[config.mk]
export PLATFORM = sky130hd
export DESIGN_NAME = udp_rate_meter
export DESIGN_NICKNAME = d
export VERILOG_FILES = /design/src/rtl/udp_rate_meter.sv
export SDC_FILE = /design/constraint.sdc
export NUM_CORES = 1
export LEC_CHECK = 0
export ABC_AREA = 1
export BUFFER_PORTS_ARGS = -buffer_cell sky130_fd_sc_hd__buf_2
export CORE_AREA = 4 4 126 128
export CTS_CLUSTER_DIAMETER = 60
export DETAILED_ROUTE_END_ITERATION = 8
export DIE_AREA = 0 0 130 132
export GPL_ROUTABILITY_DRIVEN = 1
export PLACE_DENSITY = 0.49
export SYNTH_ARGS = -nofsm -noshare
export SYNTH_HDL_FRONTEND = slang
export SYNTH_SLANG_ARGS = --single-unit
[constraint.sdc]
create_clock -name clk -period 3.8 [get_ports clk]
set_input_delay 0.19 -clock clk [delete_from_list [all_inputs] [get_ports clk]]
set_output_delay 0.19 -clock clk [all_outputs]
set_load 0.03 [all_outputs]
[src/rtl/udp_rate_meter.sv]
// udp_rate_meter
//   Counts good-frame pulses over fixed windows of SYS_FREQ clock cycles and
//   latches the per-window total at the last cycle of each window.
// Ports
//   clk     in   1   system clock
//   rst     in   1   synchronous reset, active-high
//   i_good  in   1   one-cycle pulse per completed good frame
//   o_rate  out  32  good frames counted in the previous complete window
module udp_rate_meter #(
  parameter int unsigned SYS_FREQ = 125_000_000
) (
  input  logic        clk,
  input  logic        rst,
  input  logic        i_good,
  output logic [31:0] o_rate
);

  localparam int unsigned   CW       = (SYS_FREQ > 1) ? $clog2(SYS_FREQ) : 1;
  localparam logic [CW-1:0] CYC_LAST = CW'(SYS_FREQ - 1);

  logic [CW-1:0] r_cyc;
  logic [31:0]   r_win;
  logic [31:0]   r_rate;
  logic [31:0]   w_win_next;

  // A frame completing on the window's final cycle still belongs to it.
  assign w_win_next = r_win + {31'd0, i_good};

  always_ff @(posedge clk) begin
    if (rst) begin
      r_cyc  <= '0;
      r_win  <= '0;
      r_rate <= '0;
    end else if (r_cyc == CYC_LAST) begin
      r_cyc  <= '0;
      r_win  <= '0;
      r_rate <= w_win_next;
    end else begin
      r_cyc  <= r_cyc + CW'(1);
      r_win  <= w_win_next;
    end
  end

  assign o_rate = r_rate;

endmodule

==> results of run 1 <==
## critical path, cell delays in order (launching register included)
cell and delay [ns]:
sky130_fd_sc_hd__dfxtp_1 0.39, sky130_fd_sc_hd__ha_1 0.19, sky130_fd_sc_hd__inv_1 0.10, sky130_fd_sc_hd__nor2_2 0.13
sky130_fd_sc_hd__nand2_1 0.08, sky130_fd_sc_hd__nor2_2 0.12, sky130_fd_sc_hd__nand3_2 0.08, sky130_fd_sc_hd__buf_4 0.25
sky130_fd_sc_hd__nand2_2 0.35, sky130_fd_sc_hd__buf_4 0.36, sky130_fd_sc_hd__a21oi_1 0.07
## cell type report
cell class | count | area (um^2)
clock buffers | 9 | 225.2
clock inverters | 6 | 113.9
well taps | 188 | 235.2
repair buffers | 38 | 200.2
fillers | 1620 | 9829
flip-flops and latches | 91 | 1822
multi-input cells | 502 | 2262
inverters | 47 | 176.4
## state kept, by name, indices dropped and copies added, names as in the netlist
signal	flops
r_win	32
r_cyc	27
o_rate	32
## power by group
group          total [mW]  switching (mW)  internal [mW]
Clock                1.03           0.389          0.641
Combinational      0.0322          0.0239        0.00823
Sequential          0.962         0.00383          0.958
Total                2.02           0.417           1.61
## layout by cell type, fill, tap and decap left out, types with 3 or more instances in the layout
cell | Yosys | layout
sky130_fd_sc_hd__a21oi_1 | 33 | 33
sky130_fd_sc_hd__buf_2 | 2 | 34
sky130_fd_sc_hd__buf_4 | 3 | 4
sky130_fd_sc_hd__bufinv_16 | 0 | 3
sky130_fd_sc_hd__clkbuf_16 | 0 | 9
sky130_fd_sc_hd__dfxtp_1 | 91 | 91
sky130_fd_sc_hd__ha_1 | 4 | 4
sky130_fd_sc_hd__inv_1 | 44 | 44
sky130_fd_sc_hd__nand2_1 | 243 | 243
sky130_fd_sc_hd__nand3_1 | 47 | 47
sky130_fd_sc_hd__nand3b_1 | 20 | 20
sky130_fd_sc_hd__nand4_1 | 6 | 6
sky130_fd_sc_hd__nor2_1 | 109 | 109
sky130_fd_sc_hd__nor2_2 | 4 | 4
sky130_fd_sc_hd__o21ai_0 | 6 | 6
sky130_fd_sc_hd__xnor2_1 | 7 | 7
sky130_fd_sc_hd__xor2_1 | 13 | 13
## kinds of logic (layout without fill, tap and decap cells)
logic type | Yosys count | after routing | share of synthesized area (%)
flops | 91 | 91 | 41.78
fa+ha+maj | 4 | 4 | 1.148
xor+xnor | 20 | 20 | 4.017
buf+inv | 62 | 100 | 6.341
simple gates | 438 | 438 | 42.07
compound gates | 40 | 40 | 4.649
## per-layer routing
layer / up-vias / track usage [%] / part of all wire [%] / wire length (um)
met5: - / 0 / 0 / 0
met4: 0 / 5.312 / 2.2 / 239
met3: 19 / 3.282 / 3.0 / 325
met2: 42 / 22.32 / 47 / 5068
met1: 1791 / 16.67 / 47 / 5061
li1: 2121 / - / - / -
## path summary, 6_finish.rpt
| kind | start | endpoint | slack, ns | cells after the start |
|---|---|---|---|---|
| max | r_cyc[0] | r_win[22] | 1.55 | 10 |
| min | i_good | o_rate[0] | 0.22 | 4 |
| max reg2reg | r_cyc[0] | r_win[22] | 1.55 | 10 |
| min reg2reg | o_rate[30] | o_rate[30] | 0.47 | 2 |
==> out/qor_table.md, run 1 <==
| Step | Parameter | Reported |
|:---|:---|:---|
| grt | GRT Resource Usage Total | 13.46% |
| route | Total wirelength of the detailed-routed design | 10.69 mm |
| clock tree | Latest clock arrival within the worst-skew pair | 0.35 ns |
| grt | Global-route wire length before repair | 18.53 mm |
| cells and area | Number of antenna diodes | 0 |
| route | Vias post-DR | 3973 |
| sta | Actual slew at the worst max-slew pin | 0.9852 ns |
| floorplanning | Area of the die | 17160 um^2 |
| placement | HPWL reported at the end of detailed placement | 8.056 mm |
| logic synthesis | Net count after synthesis | 662 |
| placement | Cell area reported after detailed placement | 4696 um^2 |
| run | # Max-Cap Violations | 0 |
| grt | Pin count of the biggest net entering global routing | 36 |
| logic synthesis | Mean Syn Cell Area | 6.657 um^2 |
| clock tree | Clock transition at the registers of the reported paths | 0.06 ns |
| sta | Count of final hold-check violations | 0 |
| power and ir drop | Static Leakage | 2.024 nW |
| grt | Number of antenna violations at the first check in global routing | 0 |
| hold path | Hold Crit Class | in2reg |
| logic synthesis | Most area-consuming cells after synthesis | sky130_fd_sc_hd__dfxtp_1 42%, sky130_fd_sc_hd__nand2_1 21%, sky130_fd_sc_hd__nor2_1 9.4% |
| worst setup path | Crit end category | register |
| route | Routed wirelength normalized by instance count | 12.14 um |
| floorplanning | Initial cell density of the core | 29.34% |
| logic synthesis | Total standard cell area after synthesis | 4360 um^2 |
| grt | Global route overflow | 0 |
| logic synthesis | Sequential area share after synthesis | 41.78% |
| logic synthesis | Number of warning messages in the yosys log | 0 |
| cells and area | Cell area after layout | 5035 um^2 |
| floorplanning | Placeable Area | 14860 um^2 |
| sta | Number of failing setup endpoints in the final timing report | 0 |
| cells and area | Area growth syn-to-layout | 15.47% |
| floorplanning | Top Ports | 35 |
| clock tree | Count of cells resized by post-cts repair | 0 |
| power and ir drop | Pwr per Cell Area | 402.1 nW/um^2 |
| route | Pre-antenna DRT Iters | 4 |
| placement | Post-placement worst setup slack | 1.426 ns |
| clock tree | Buffers from clock root to sink, at most | 2 |
| power and ir drop | Worst supply voltage drop on vdd | 0.1960 mV |
| cells and area | Layout Nets | 696 |
| route | Number of nets still failing antenna checks after routing | 0 |
| sta | Final critical path time including I/O delays and setup | 2.247 ns |
| sta | Rel. slew slack | 33.91% |
| logic synthesis | Top-area cell type share of the netlist area | 41.78% |
| cells and area | Post-route insts no fill | 881 |
| logic synthesis | Cell type contributing the most total cell area after synthesis | sky130_fd_sc_hd__dfxtp_1 |
| worst setup path | Critical path data required time | 4.03 ns |
| cells and area | Layout cells sized above 1 | 9.235% |
| sta | Pins over their slew limit | 0 |
| worst setup path | Worst-path maximum fanout | 35 |
| sta | Hold WS | 0.2230 ns |
| sta | Fmax | 0.4451 GHz |
| worst setup path | Crit path DAT | 2.48 ns |
| floorplanning | Horizontal die dimension | 130 um |
| sta | Clock Skew | 0.01096 ns |
| clock tree | Number of buffers added for setup after CTS | 0 |
| floorplanning | Floorplan row count | 45 |
| placement | Placed instance count | 866 |
| logic synthesis | Post-synth top cells | 243 x sky130_fd_sc_hd__nand2_1, 109 x sky130_fd_sc_hd__nor2_1, 91 x sky130_fd_sc_hd__dfxtp_1 |
| logic synthesis | Number of distinct library cell variants in the gate-level netlist after synthesis | 26 |
| cells and area | Post-Route Utilization | 33.87% |
| logic synthesis | Flops & latches, synth | 91 |
| sta | RSZ-0062 raised after global routing | no |
| logic synthesis | Fraction of synthesis flops using an asynchronous set or reset pin | 0% |
| sta | Worst setup margin | 1.553 ns |
| logic synthesis | Post-synth EDFFs | 0 |
| route | Via-per-instance ratio | 4.510 |
| status | Result of the run | completed |
| clock tree | CTS sink cnt | 91 |
| grt | Via count of the first global-routing pass | 3928 |
| clock tree | Count of H-tree levels built during CTS | 3 |
| sta | Sum of negative setup slack | 0 ns |
| clock tree | CTS Root Buffer Type | sky130_fd_sc_hd__clkbuf_16 |
| placement | Global placement routability congestion | 0.9332 |
| logic synthesis | Library cell with the highest instance count after synthesis | sky130_fd_sc_hd__nand2_1 |
| clock tree | Post-CTS Hold Buffers | 0 |
| floorplanning | Die height | 132 um |
| logic synthesis | Most used flip-flop cell after synthesis | sky130_fd_sc_hd__dfxtp_1 |
| worst setup path | Kind of start point of the critical path | register |
| placement | Buffers added on ports | 34 |
| sta | Ratio of final minimum period to clock period | 59.12% |
| clock tree | Number of buffers added by the clock tree synthesis step | 9 |
| route | Post-route DRC violation count | 0 |
| route | Starting DRC count in detailed routing | 227 |
| power and ir drop | Power consumption | 2.024 mW |
| clock tree | CTS tree | built |
| logic synthesis | Post-Syn Instances | 655 |
| worst setup path | Critical path type | reg2reg |
No activity file was read; power rests on OpenSTA's default activity.
==> run 2, diff against run 1 <==
clock period = 2.2 ns   (was 3.8 ns; I/O delays follow)
==> out/qor_table.md, run 2 (synthesis gave the netlist of run 1 again) <==
| Step | Parameter | Reported | vs previous |
|:---|:---|:---|:---|
| grt | Global-route wire length before repair | 18.18 mm | was 18.53 mm |
| worst setup path | Crit path DAT | 2.14 ns | was 2.48 ns |
| sta | Final critical path time including I/O delays and setup | 1.858 ns | was 2.247 ns |
| worst setup path | Worst-path maximum fanout | 6 | was 35 |
| worst setup path | CP endpoint | r_win[16] | was r_win[22] |
| cells and area | Area growth syn-to-layout | 15.55% | was 15.47% |
| cells and area | Layout cells sized above 1 | 9.626% | was 9.235% |
| grt | Met2 Usage GRT | 23.81% | was 22.32% |
| run | # Max-Cap Violations | 0 | unchanged |
| sta | Rel. slew slack | 62.70% | was 33.91% |
| grt | Via count of the first global-routing pass | 4000 | was 3928 |
| hold path | Hold Crit Class | in2reg | unchanged |
| status | Result of the run | completed | unchanged |
| clock tree | CTS Root Buffer Type | sky130_fd_sc_hd__clkbuf_16 | unchanged |
| route | Pre-antenna DRT Iters | 4 | unchanged |
| power and ir drop | Pwr per Cell Area | 655.2 nW/um^2 | was 402.1 nW/um^2 |
| cells and area | Most used cells in the layout excluding fill and tap cells | 243 x sky130_fd_sc_hd__nand2_1, 109 x sky130_fd_sc_hd__nor2_1, 91 x sky130_fd_sc_hd__dfxtp_1 | unchanged |
| floorplanning | Die height | 132 um | unchanged |
| floorplanning | Area of the die | 17160 um^2 | unchanged |
| placement | HPWL reported at the end of detailed placement | 7.989 mm | was 8.056 mm |
| grt | Number of antenna violations at the first check in global routing | 0 | unchanged |
| worst setup path | Endpoint of the lowest-slack register-to-register path | r_win[16] | was r_win[22] |
| sta | Sum of negative setup slack | 0 ns | unchanged |
| clock tree | Buffers from clock root to sink, at most | 2 | unchanged |
| floorplanning | Top Ports | 35 | unchanged |
| worst setup path | Kind of start point of the critical path | register | unchanged |
| sta | Ratio of final minimum period to clock period | 84.44% | was 59.12% |
| clock tree | Count of H-tree levels built during CTS | 3 | unchanged |
| cells and area | Post-Route Utilization | 33.90% | was 33.87% |
| grt | Met3 track utilization from global routing | 3.768% | was 3.282% |
| cells and area | Area taken by flip-flops and latches | 1822 um^2 | unchanged |
| power and ir drop | Power consumption | 3.301 mW | was 2.024 mW |
| worst setup path | Crit end category | register | unchanged |
| clock tree | Number of buffers added by the clock tree synthesis step | 9 | unchanged |
| cells and area | Commonest non-fill, non-tap cell in the layout | sky130_fd_sc_hd__nand2_1 | unchanged |
| sta | Count of final hold-check violations | 0 | unchanged |
| cells and area | Layout filler cell count | 1664 | was 1620 |
| placement | Buffers added on ports | 34 | unchanged |
| grt | Met1 Resource Use GR | 15.03% | was 16.67% |
| route | Starting DRC count in detailed routing | 248 | was 227 |
| worst setup path | Critical path origin | r_win[0] | was r_cyc[0] |
| sta | Clock Skew | 0.009612 ns | was 0.01096 ns |
| route | Post-route DRC violation count | 0 | unchanged |
| worst setup path | Critical path type | reg2reg | unchanged |
| worst setup path | Register-to-register setup slack | 0.34 ns | was 1.55 ns |
| placement | Global placement routability congestion | 0.8830 | was 0.9332 |
| route | Number of nets still failing antenna checks after routing | 0 | unchanged |
| clock tree | Number of buffers added for setup after CTS | 0 | unchanged |
| floorplanning | Floorplan row count | 45 | unchanged |
| grt | GRT Resource Usage Total | 13.11% | was 13.46% |
| sta | Fmax | 0.5383 GHz | was 0.4451 GHz |
| route | Vias post-DR | 4003 | was 3973 |
| placement | Cell area reported after detailed placement | 4736 um^2 | was 4696 um^2 |
| floorplanning | Placeable Area | 14860 um^2 | unchanged |
| floorplanning | Initial cell density of the core | 29.34% | unchanged |
| grt | Pin count of the biggest net entering global routing | 35 | was 36 |
| worst setup path | Cell depth of the worst flop-to-flop path | 8 | was 10 |
| grt | Global route overflow | 0 | unchanged |
| power and ir drop | Worst supply voltage drop on vdd | 0.3396 mV | was 0.1960 mV |
| clock tree | Latest clock arrival within the worst-skew pair | 0.35 ns | about the same |
| clock tree | Clock transition at the registers of the reported paths | 0.07 ns | was 0.06 ns |
| route | Routed wirelength normalized by instance count | 12.13 um | was 12.14 um |
| sta | Pins over their slew limit | 0 | unchanged |
| sta | Actual slew at the worst max-slew pin | 0.5575 ns | was 0.9852 ns |
| route | Via-per-instance ratio | 4.528 | was 4.510 |
| cells and area | Number of antenna diodes | 0 | unchanged |
| clock tree | CTS tree | built | unchanged |
| sta | RSZ-0062 raised after global routing | no | unchanged |
| clock tree | Post-CTS Hold Buffers | 0 | unchanged |
| route | Total wirelength of the detailed-routed design | 10.72 mm | was 10.69 mm |
| clock tree | CTS sink cnt | 91 | unchanged |
| grt | Busiest layer in global routing | met2 | unchanged |
| cells and area | Layout Nets | 698 | was 696 |
| cells and area | Area of the multi-input gates | 2262 um^2 | unchanged |
| power and ir drop | Static Leakage | 2.017 nW | was 2.024 nW |
| worst setup path | Critical R2R Launch | r_win[0] | was r_cyc[0] |
| worst setup path | Critical path data required time | 2.48 ns | was 4.03 ns |
| sta | Number of failing setup endpoints in the final timing report | 0 | unchanged |
| floorplanning | Horizontal die dimension | 130 um | unchanged |
| clock tree | Count of cells resized by post-cts repair | 0 | unchanged |
| cells and area | Cell area after layout | 5039 um^2 | was 5035 um^2 |
-- run 2: changes by cell type in the layout (fill, tap and decap cells not counted) --
cell	previous run	this run
sky130_fd_sc_hd__buf_12	0	2
sky130_fd_sc_hd__bufinv_16	3	1
sky130_fd_sc_hd__clkinv_4	0	1
sky130_fd_sc_hd__clkinvlp_4	2	4
-- run 2: worst min path at each step --
stage,startpoint,cells after the start,end,slack (ns)
6_report,i_good,4,o_rate[0],0.18
5_1_grt,i_good,4,o_rate[0],0.19
2_1_floorplan,rst,3,o_rate[0],0.28
4_1_cts,i_good,4,o_rate[0],0.17
3_3_place_gp,r_cyc[0],1,r_cyc[0],0.45
3_5_place_dp,o_rate[8],2,o_rate[8],0.46
-- run 2: final cells by class --
cell class	instances	area share, %
timing repair buffer	40	4.768
multi-input combinational	502	44.90
clock inverter	7	1.540
sequential	91	36.16
clock buffer	9	4.470
inverter	47	3.501
tap	188	4.668
-- run 2: worst max-delay path, cell delays in order (launching register included) --
cell                      delay (ns)
sky130_fd_sc_hd__dfxtp_1        0.33
sky130_fd_sc_hd__ha_1           0.17
sky130_fd_sc_hd__ha_1           0.18
sky130_fd_sc_hd__nand2_1        0.09
sky130_fd_sc_hd__nor2_4         0.18
sky130_fd_sc_hd__nand2_1        0.16
sky130_fd_sc_hd__nor2_1         0.31
sky130_fd_sc_hd__xor2_1         0.22
sky130_fd_sc_hd__nor2b_1        0.15
-- run 2: where the power goes --
group / leakage (nW) / total (mW) / internal, mW / switching, mW
Sequential: 0.734 / 1.66 / 1.65 / 0.00686
Combinational: 1.15 / 0.0612 / 0.0181 / 0.0430
Clock: 0.134 / 1.58 / 0.886 / 0.692
-- run 2: routing by layer --
layer	share of wire, %	wire [um]	up-vias
met5	0	0	-
met4	0.94	101	0
met3	3.5	371	8
met2	51	5439	50
met1	45	4809	1813
li1	-	-	2132
-- run 2: stage by stage --
step,hold WS (ns),setup slack (ns),std cells
CTS,0.1667,0.3310,884
finish,0.1777,0.3423,884
detailed placement,0.4616,0.3518,868
floorplan,0.2797,0.6378,655
global placement,0.4526,0.4226,868
global route,0.1871,0.1715,884
==> run 3, diff against run 2 <==
clock period = 1.93 ns   (was 2.2 ns; I/O delays follow)
==> out/qor_table.md, run 3 (synthesis gave the netlist of run 1 again) <==
| Step | Parameter | Reported | vs previous |
|:---|:---|:---|:---|
| status | Result of the run | completed | unchanged |
| run | # Max-Cap Violations | 0 | unchanged |
| worst setup path | Endpoint of the lowest-slack register-to-register path | r_win[18] | was r_win[16] |
| placement | Placed instance count | 871 | was 868 |
| route | Via-per-instance ratio | 4.542 | was 4.528 |
| clock tree | Post-CTS Hold Buffers | 0 | unchanged |
| cells and area | Post-route insts no fill | 887 | was 884 |
| grt | Met3 track utilization from global routing | 3.039% | was 3.768% |
| sta | Worst setup margin | 0.2405 ns | was 0.3423 ns |
| cells and area | Area taken by flip-flops and latches | 1822 um^2 | unchanged |
| worst setup path | Register-to-register setup slack | 0.24 ns | was 0.34 ns |
| floorplanning | Placeable Area | 14860 um^2 | unchanged |
| worst setup path | Worst path slowest cell | sky130_fd_sc_hd__dfxtp_1 | unchanged |
| worst setup path | Slowest cell delay on critical path | 0.39 ns | was 0.33 ns |
| grt | GRT Resource Usage Total | 13.23% | was 13.11% |
| clock tree | Number of buffers added by the clock tree synthesis step | 9 | unchanged |
| power and ir drop | Reported net switching power | 0.8198 mW | was 0.7423 mW |
| route | Pre-antenna DRT Iters | 4 | unchanged |
| cells and area | Area growth syn-to-layout | 15.87% | was 15.55% |
| power and ir drop | Static Leakage | 2.033 nW | was 2.017 nW |
| clock tree | Count of H-tree levels built during CTS | 3 | unchanged |
| cells and area | Cell area after layout | 5052 um^2 | was 5039 um^2 |
| cells and area | Layout cells sized above 1 | 10.16% | was 9.626% |
| floorplanning | Die height | 132 um | unchanged |
| worst setup path | Crit end category | register | unchanged |
| power and ir drop | Worst supply voltage drop on vdd | 0.4250 mV | was 0.3396 mV |
| cells and area | Layout filler cell count | 1667 | was 1664 |
| cells and area | Area of the multi-input gates | 2267 um^2 | was 2262 um^2 |
| worst setup path | Critical R2R Launch | r_cyc[0] | was r_win[0] |
| worst setup path | Worst path top cell family by delay | simple AND/OR/NAND/NOR gates | unchanged |
| cells and area | Most used cells in the layout excluding fill and tap cells | 243 x sky130_fd_sc_hd__nand2_1, 107 x sky130_fd_sc_hd__nor2_1, 91 x sky130_fd_sc_hd__dfxtp_1 | was 243 x sky130_fd_sc_hd__nand2_1, 109 x sky130_fd_sc_hd__nor2_1, 91 x sky130_fd_sc_hd__dfxtp_1 |
| placement | Buffers added on ports | 34 | unchanged |
| cells and area | Commonest non-fill, non-tap cell in the layout | sky130_fd_sc_hd__nand2_1 | unchanged |
| route | Vias post-DR | 4029 | was 4003 |
| floorplanning | Floorplan row count | 45 | unchanged |
| sta | Count of final hold-check violations | 0 | unchanged |
| hold path | Hold path startpoint | i_good | unchanged |
| placement | Post-placement worst setup slack | 0.1541 ns | was 0.3518 ns |
| sta | Ratio of final minimum period to clock period | 87.54% | was 84.44% |
| route | Routed wirelength normalized by instance count | 12.06 um | was 12.13 um |
| route | Number of nets still failing antenna checks after routing | 0 | unchanged |
| sta | Final critical path time including I/O delays and setup | 1.689 ns | was 1.858 ns |
| grt | Number of antenna violations at the first check in global routing | 0 | unchanged |
| placement | Cell area reported after detailed placement | 4758 um^2 | was 4736 um^2 |
| placement | Global placement routability congestion | 0.9242 | was 0.8830 |
| worst setup path | Crit path DAT | 1.92 ns | was 2.14 ns |
| clock tree | CTS tree | built | unchanged |
| cells and area | Layout Nets | 701 | was 698 |
| grt | Pin count of the biggest net entering global routing | 39 | was 35 |
| sta | Actual slew at the worst max-slew pin | 0.4302 ns | was 0.5575 ns |
| cells and area | Number of antenna diodes | 0 | unchanged |
| power and ir drop | Switching share of power | 22.29% | was 22.48% |
| hold path | Hold-critical path depth | 4 | unchanged |
| floorplanning | Initial cell density of the core | 29.34% | unchanged |
| sta | Hold WS | 0.1353 ns | was 0.1777 ns |
| clock tree | CTS Root Buffer Type | sky130_fd_sc_hd__clkbuf_16 | unchanged |
| hold path | End point of the most critical hold path | o_rate[0] | unchanged |
| worst setup path | Critical path data required time | 2.16 ns | was 2.48 ns |
| floorplanning | Area of the die | 17160 um^2 | unchanged |
| grt | Via count of the first global-routing pass | 3973 | was 4000 |
| worst setup path | Cell type with the highest occurrence count on the critical path | sky130_fd_sc_hd__nor2_2 |  |
| route | Post-route DRC violation count | 0 | unchanged |
| clock tree | Clock transition at the registers of the reported paths | 0.07 ns | about the same |
| grt | Global route overflow | 0 | unchanged |
| power and ir drop | Relative contribution of sequential cells to total power | 51.5% | was 50.3% |
| clock tree | Latest clock arrival within the worst-skew pair | 0.35 ns | about the same |
| placement | HPWL reported at the end of detailed placement | 8.108 mm | was 7.989 mm |
| worst setup path | Cell Chain, Critical Path | ha_1 -> inv_1 -> nor2_2 -> nand2_1 -> nor2_2 -> nand3_2 -> nand2_2 -> buf_4 -> a21oi_1 | was ha_1 -> ha_1 -> nand2_1 -> nor2_4 -> nand2_1 -> nor2_1 -> xor2_1 -> nor2b_1 |
| sta | Sum of negative setup slack | 0 ns | unchanged |
| worst setup path | Worst-path maximum fanout | 19 | was 6 |
| hold path | Hold Crit Class | in2reg | unchanged |
| clock tree | CTS sink cnt | 91 | unchanged |
| clock tree | Buffers from clock root to sink, at most | 2 | unchanged |
| power and ir drop | Internal | 2.858 mW | was 2.559 mW |
| worst setup path | Kind of start point of the critical path | register | unchanged |
| power and ir drop | Pwr per Cell Area | 727.9 nW/um^2 | was 655.2 nW/um^2 |
| floorplanning | Top Ports | 35 | unchanged |
| grt | Busiest layer in global routing | met2 | unchanged |
| grt | Met1 Resource Use GR | 15.37% | was 15.03% |
| floorplanning | Horizontal die dimension | 130 um | unchanged |
| sta | Pins over their slew limit | 0 | unchanged |
| power and ir drop | Relative contribution of combinational cells to total power | 1.9% | about the same |
| route | Total wirelength of the detailed-routed design | 10.70 mm | was 10.72 mm |
| grt | Met2 Usage GRT | 23.47% | was 23.81% |
| worst setup path | Critical path type | reg2reg | unchanged |
| power and ir drop | Share of power burned in the clock network | 46.6% | was 47.8% |
| worst setup path | Buf/Inv on CP | 2 | was 0 |
| sta | RSZ-0062 raised after global routing | no | unchanged |
| sta | Clock Skew | 0.01094 ns | was 0.009612 ns |
| worst setup path | Cell depth of the worst flop-to-flop path | 9 | was 8 |
| grt | Global-route wire length before repair | 18.36 mm | was 18.18 mm |
| sta | Fmax | 0.5919 GHz | was 0.5383 GHz |
| sta | Rel. slew slack | 71.14% | was 62.70% |
| sta | Number of failing setup endpoints in the final timing report | 0 | unchanged |
| route | Starting DRC count in detailed routing | 200 | was 248 |
[run 3: changes by cell type in the layout (fill, tap and decap cells not counted), sizes merged]
cell	delta
clkbuf	+3
bufinv	-1
clkinvlp	-2
buf	+3
[run 3: per-layer routing]
layer / vias up / part of all wire (%) / routed length, um
li1: 2137 / - / -
met1: 1817 / 45 / 4855
met2: 57 / 50 / 5314
met3: 18 / 3.0 / 316
met4: 0 / 2.0 / 213
met5: - / 0 / 0
[run 3: how the worst max path moves through the flow]
stage,from,to,slack (ns),depth (start not counted)
floorplan,r_win[0],o_rate[30],0.37,11
global placement,r_win[0],o_rate[24],0.18,11
detailed placement,r_win[0],o_rate[22],0.15,11
CTS,r_win[0],o_rate[24],0.14,11
global route,r_win[0],o_rate[22],0.03,11
finish,r_cyc[0],r_win[18],0.24,9
[run 3: worst register-to-register path, stage by stage, from the launching register on]
cell and delay [ns]:
sky130_fd_sc_hd__dfxtp_1 0.39, sky130_fd_sc_hd__ha_1 0.18, sky130_fd_sc_hd__inv_1 0.09, sky130_fd_sc_hd__nor2_2 0.13
sky130_fd_sc_hd__nand2_1 0.09, sky130_fd_sc_hd__nor2_2 0.12, sky130_fd_sc_hd__nand3_2 0.12, sky130_fd_sc_hd__nand2_2 0.11
sky130_fd_sc_hd__buf_4 0.27, sky130_fd_sc_hd__a21oi_1 0.08
[run 3: power groups by stage]
stage                     registers, mW  logic [mW]  clock network, mW
final                              1.89      0.0691               1.71
after floorplan                    1.94      0.0537                  0
after CTS                          1.89      0.0716               1.78
after global routing               1.89      0.0778               1.85
after detailed placement           1.94      0.0709                  0
after global placement             1.94      0.0698                  0
[run 3: stage by stage]
step	utilization (%)	total power [mW]
after floorplan	-	1.989
after global placement	32.01	2.007
after detailed placement	32.01	2.008
after CTS	33.96	3.743
after global routing	33.99	3.826
final	33.99	3.678
[run 3: final cells by class]
class | instances | area share (%)
repair buffers | 43 | 5.201
clock buffers | 12 | 5.077
clock inverters | 4 | 0.6439
multi-input cells | 502 | 44.87
flip-flops and latches | 91 | 36.06
inverters | 47 | 3.492
well taps | 188 | 4.656
[run 3: timing repair]
action / in CTS / in global routing
setup endpoints to repair: 0 / 4
setup buffers: 0 / 0
gates resized for setup: 0 / 2
hold endpoints to repair: 0 / 0
